## src/rtl/inst_pkg.sv

```systemverilog
// Shared constants for the instruction fetch path: default widths and the
// instruction field layout used by the head decoder.
package inst_pkg;

    localparam int ADDR_W_DEF = 8;
    localparam int INST_W_DEF = 25;
    localparam int INST_W_MIN = 25;

    localparam int OPC_LSB  = 20;
    localparam int OPC_W    = 5;
    localparam int DST_LSB  = 16;
    localparam int DST_W    = 4;
    localparam int SRC1_LSB = 12;
    localparam int SRC1_W   = 4;
    localparam int SRC2_LSB = 8;
    localparam int SRC2_W   = 4;
    // Imm shares bit 8 with Source2: R-type reads Source2, I-type reads Imm.
    localparam int IMM_LSB  = 0;
    localparam int IMM_W    = 9;

endpackage

```

## src/rtl/fetch_fifo.sv

```systemverilog
// Circular queue of fetched entries with push/pop/flush; head data is read
// combinationally. A push on a full queue is accepted only alongside a pop.
module fetch_fifo #(
    parameter int WIDTH = 33,
    parameter int DEPTH = 4
) (
    input  logic                     clk,
    input  logic                     Reset,
    input  logic                     push,
    input  logic                     pop,
    input  logic                     flush,
    input  logic [WIDTH-1:0]         wdata,
    output logic [WIDTH-1:0]         rdata,
    output logic [$clog2(DEPTH):0]   count,
    output logic                     full,
    output logic                     empty
);

    localparam int PTR_W = $clog2(DEPTH);
    localparam int CNT_W = PTR_W + 1;
    localparam logic [CNT_W-1:0] FULL_CNT = CNT_W'(DEPTH);

    logic [WIDTH-1:0] mem [DEPTH];
    logic [PTR_W-1:0] head;
    logic [PTR_W-1:0] tail;
    logic             do_pop;
    logic             do_push;

    assign empty   = (count == '0);
    assign full    = (count == FULL_CNT);
    assign do_pop  = pop && !empty;
    assign do_push = push && (!full || do_pop);
    assign rdata   = mem[head];

    // Pointers are PTR_W bits wide, so DEPTH being a power of two gives the wrap for free.
    always_ff @(posedge clk) begin
        if (Reset || flush) begin
            head  <= '0;
            tail  <= '0;
            count <= '0;
        end else begin
            if (do_push) tail <= tail + 1'b1;
            if (do_pop)  head <= head + 1'b1;
            if (do_push && !do_pop)
                count <= count + 1'b1;
            else if (do_pop && !do_push)
                count <= count - 1'b1;
        end
    end

    always_ff @(posedge clk) begin
        if (do_push && !Reset && !flush)
            mem[tail] <= wdata;
    end

endmodule

```

## src/rtl/inst_fetch_queue.sv

```systemverilog
// Instruction fetch queue: PC register driving a combinational ROM, a small
// prefetch queue, and field decode of the head instruction.
module inst_fetch_queue
    import inst_pkg::*;
#(
    parameter int ADDR_W = ADDR_W_DEF,
    parameter int INST_W = INST_W_DEF,
    parameter int DEPTH  = 4
) (
    input  logic                    clk,
    input  logic                    Reset,
    input  logic                    en,
    input  logic                    redirect,
    input  logic [ADDR_W-1:0]       redirect_addr,
    output logic [ADDR_W-1:0]       rom_addr,
    input  logic [INST_W-1:0]       rom_data,
    output logic                    out_valid,
    input  logic                    out_ready,
    output logic [INST_W-1:0]       out_inst,
    output logic [ADDR_W-1:0]       out_pc,
    output logic [OPC_W-1:0]        opcode,
    output logic [DST_W-1:0]        Destin,
    output logic [SRC1_W-1:0]       Source1,
    output logic [SRC2_W-1:0]       Source2,
    output logic [IMM_W-1:0]        Imm,
    output logic [$clog2(DEPTH):0]  count
);

    localparam int ENTRY_W = ADDR_W + INST_W;

    logic [ADDR_W-1:0]  pc;
    logic [ENTRY_W-1:0] head_entry;
    logic               fifo_full;
    logic               fifo_empty;
    logic               pop;
    logic               push;

    assign out_valid = !fifo_empty;
    assign pop       = out_valid && out_ready && !redirect;
    assign push      = en && !redirect && (!fifo_full || pop);
    assign rom_addr  = pc;

    // PC wraps naturally at 2^ADDR_W.
    always_ff @(posedge clk) begin
        if (Reset)
            pc <= '0;
        else if (redirect)
            pc <= redirect_addr;
        else if (push)
            pc <= pc + 1'b1;
    end

    fetch_fifo #(
        .WIDTH (ENTRY_W),
        .DEPTH (DEPTH)
    ) u_fifo (
        .clk   (clk),
        .Reset (Reset),
        .push  (push),
        .pop   (pop),
        .flush (redirect),
        .wdata ({pc, rom_data}),
        .rdata (head_entry),
        .count (count),
        .full  (fifo_full),
        .empty (fifo_empty)
    );

    // Storage is not cleared, so the head is masked whenever it is not valid.
    assign out_pc   = out_valid ? head_entry[ENTRY_W-1 -: ADDR_W] : '0;
    assign out_inst = out_valid ? head_entry[INST_W-1:0] : '0;

    assign opcode  = out_inst[OPC_LSB  +: OPC_W];
    assign Destin  = out_inst[DST_LSB  +: DST_W];
    assign Source1 = out_inst[SRC1_LSB +: SRC1_W];
    assign Source2 = out_inst[SRC2_LSB +: SRC2_W];
    assign Imm     = out_inst[IMM_LSB  +: IMM_W];

endmodule

```

## config.mk

```make
export PLATFORM = sky130hd
export DESIGN_NAME = inst_fetch_queue
export DESIGN_NICKNAME = d
export VERILOG_FILES = /design/src/rtl/inst_pkg.sv /design/src/rtl/fetch_fifo.sv /design/src/rtl/inst_fetch_queue.sv
export SDC_FILE = /design/constraint.sdc
export NUM_CORES = 1
export LEC_CHECK = 0
export ABC_CLOCK_PERIOD_IN_PS = 7150
export CAP_MARGIN = 20
export CORE_MARGIN = 3
export CORE_UTILIZATION = 25
export DETAILED_ROUTE_END_ITERATION = 8
export DONT_BUFFER_PORTS = 1
export GPL_TIMING_DRIVEN = 0
export PLACE_DENSITY = 0.4
export SLEW_MARGIN = 30
export SYNTH_ARGS = -nofsm -noshare
export SYNTH_HDL_FRONTEND = slang
export SYNTH_SLANG_ARGS = --single-unit
```

## constraint.sdc

```tcl
create_clock -name clk -period 7.15 [get_ports clk]
set_clock_uncertainty 0.2 [all_clocks]
set_input_delay 0.715 -clock clk [delete_from_list [all_inputs] [get_ports clk]]
set_output_delay 0.715 -clock clk [all_outputs]
set_load 0.01 [all_outputs]
```

==> metrics.yaml <==
detailed_routing:
  postRouteAntennaNets: 0
  drt_first_pass_iters: 4
  vias: 3092
  vias_per_cell: 4.41
  initialDrtViolationCount: 147
  wl_per_cell_um: 19.8
  drc_errors: 0
  drt_wl_total_um: 13900
clock_tree:
  clock_latency_ns: 0.42
  cts_root_buf: "clkbuf_16"
  cts_buffers: 17
  cts_tree: "yes"
  cts_hold_buf: 0
  cts_resized: 0
  htreeDepth: 4
  clock_sink_count: 149
  clk_pin_slew_ns: 0.07
  cts_buffer_depth: 2
  postCtsSetupBuffers: 0
layout:
  final_cells: 701
  synthToLayoutAreaGrowth_pct: 17.3
  insertedDiodeCount: 0
  final_area_sq_um: 7190
  final_nets: 414
  final_layout_size_suffix_gt1_frac: 0.285
hold_path:
  min_from: "rom_data[18]"
  hold_path.class: "input port to flop"
  hold_end: "u_fifo.mem[0][18]"
  holdPathStages: 0
worst_setup_path:
  startpoint_type: "flop"
  crit-reg2reg-launch: "u_fifo.count[0]"
  arrival_ns: 2.67
  r2r_setup_slack_ns: 3.82
  cp_slowest_cell: "dfxtp_1"
  crit_path_end_kind: "primary output"
  crit_chain: "or3_2, clkbuf_1, clkbuf_1, and2_1, buf_4"
  cp.required_ns: 6.23
  slowest_delay_ns: 0.59
  crit_top_cell: "clkbuf_1"
  r2r_end: "u_fifo.count[2]"
  reg2reg_depth: 10
  crit_fanout: 10
  crit_type: "flop to primary output"
sta:
  finalSetupViolCount: 0
  period_share: 0.502
  max_slew_margin: 0.470
  finalSetupTns_ns: 0
  period_needed_ns: 3.59
  max_freq_ghz: 0.279
  drv_slew: 0
  finalHoldViolCount: 0
  rsz0062_at_grt: "false"
  hold_slack_ns: 0.180
  tightest_slew_ns: 0.795
power_and_ir_drop:
  power_leakage_nw: 2.28
  p_total_mw: 1.93
  powerDensity_nw_per_um2: 268
  max-vdd-ir-drop_mv: 0.125
synth:
  ys_warn_count: 0
  yosysTopAreaCellShare: 0.647
  ys_ff_latch: 149
  syn_nets: 392
  synth_top_area_cell: "edfxtp_1"
  ys_seq_area_frac: 0.702
  ys.flop_type: "edfxtp_1"
  syn_area_sq_um: 6130
  synth_commonest_cells: "edfxtp_1 (132), and2_1 (33), mux4_2 (33)"
  syn_area_per_cell_sq_um: 17.7
  ys_types: 37
  synth.most_common_cell: "edfxtp_1"
  async_reset_ff_frac: 0
  syn_inst: 347
  synthTopCellsByArea: "edfxtp_1 (65%), mux4_2 (12%), dfxtp_1 (5.6%)"
  synth-edff-count: 132
placement:
  gp_congestion: 0.655
  port_buffers: 0
  post-dp-hpwl_um: 8350
  place_inst: 669
  dpl_cell_area_sq_um: 6630
grt:
  grt_pass1_wl_um: 20800
  grt_max_degree: 34
  overflow: 0
  grt_usage: 0.109
  grt_antenna_before_repair: 0
  grt_pass1_vias: 3356
die:
  rows: 56
  core-area_sq_um: 23800
  fp.dieH_um: 163
  die_w_um: 163
  start_util: 0.258
  ioPinCount: 109
  dieArea_sq_um: 26400
job:
  maxCapViolations: 0
outcome:
  outcome: "finished, final reports clean"
## report_power, final
part / leakage (nW) / switching [mW] / internal (mW)
registers: 1.33 / 0.0156 / 0.961
clock network: 0.265 / 0.388 / 0.459
logic: 0.680 / 0.0625 / 0.0442
## stage by stage
step                      utilization  setup WS, ns
final                           0.303          3.56
after global routing            0.303          3.29
after CTS                       0.303          3.36
after detailed placement        0.279          3.74
after global placement          0.275          3.60
after floorplan                     -          4.33
## worst max-delay path, delay by kind of cell (launching register included)
kind                   cells  cell delay (ns)
buffers and inverters      3             1.11
DFF                        1             0.59
and+or+nand+nor            2             0.54
## registers in the layout, summed over array words and instances (netlist names), named ones only
signal / count
u_fifo.mem: 132
u_fifo.head: 2
rom_addr: 8
u_fifo.count: 3
u_fifo.tail: 2
## cell usage in the layout (no fill, tap or decap), types with 6 or more instances in the layout
cell type and n:
edfxtp_1 132, mux4_2 33, and2_1 33, buf_4 27, dfxtp_1 17, clkbuf_16 17
nor2_1 13, clkbuf_1 12, inv_1 8, nand3_1 7, ha_1 6, inv_6 6
## worst max path at each step
| stage | from | endpoint | cells after the start |
|---|---|---|---|
| after global routing | u_fifo.count[0] | out_inst[21] | 5 |
| after floorplan | redirect | u_fifo.count[2] | 10 |
| final | u_fifo.count[0] | out_inst[21] | 5 |
| after CTS | u_fifo.count[0] | out_inst[21] | 5 |
| after detailed placement | u_fifo.count[0] | u_fifo.count[2] | 10 |
| after global placement | redirect | u_fifo.mem[0][13] | 3 |
## per-layer routing
metal | vias to the layer above | wire [um] | GRT usage
met5 | - | 0 | 0
met4 | 0 | 121 | 0.0288
met3 | 10 | 1040 | 0.0504
met2 | 90 | 6950 | 0.182
met1 | 1612 | 5780 | 0.127
li1 | 1380 | - | -
## logic make-up after synthesis
| kind of cell | Yosys count | synth area share |
|---|---|---|
| AOI/OAI and AO/OA | 25 | 0.0296 |
| xor gates and xnor gates | 3 | 0.00429 |
| adders and majority gates | 7 | 0.0155 |
| buffers and inverters | 52 | 0.0494 |
| DFF | 149 | 0.702 |
| muxes | 34 | 0.123 |
| and+or+nand+nor | 77 | 0.0761 |
## final cells by class
cell class | count | area [sq um]
plain buffers | 44 | 273
repair buffers | 3 | 82.6
well taps | 319 | 399
fillers | 2333 | 16600
clock inverters | 15 | 133
multi-input cells | 146 | 1540
flip-flops and latches | 149 | 4300
clock buffers | 17 | 425
inverters | 8 | 30.0
Power figures use the tool's default switching activity.
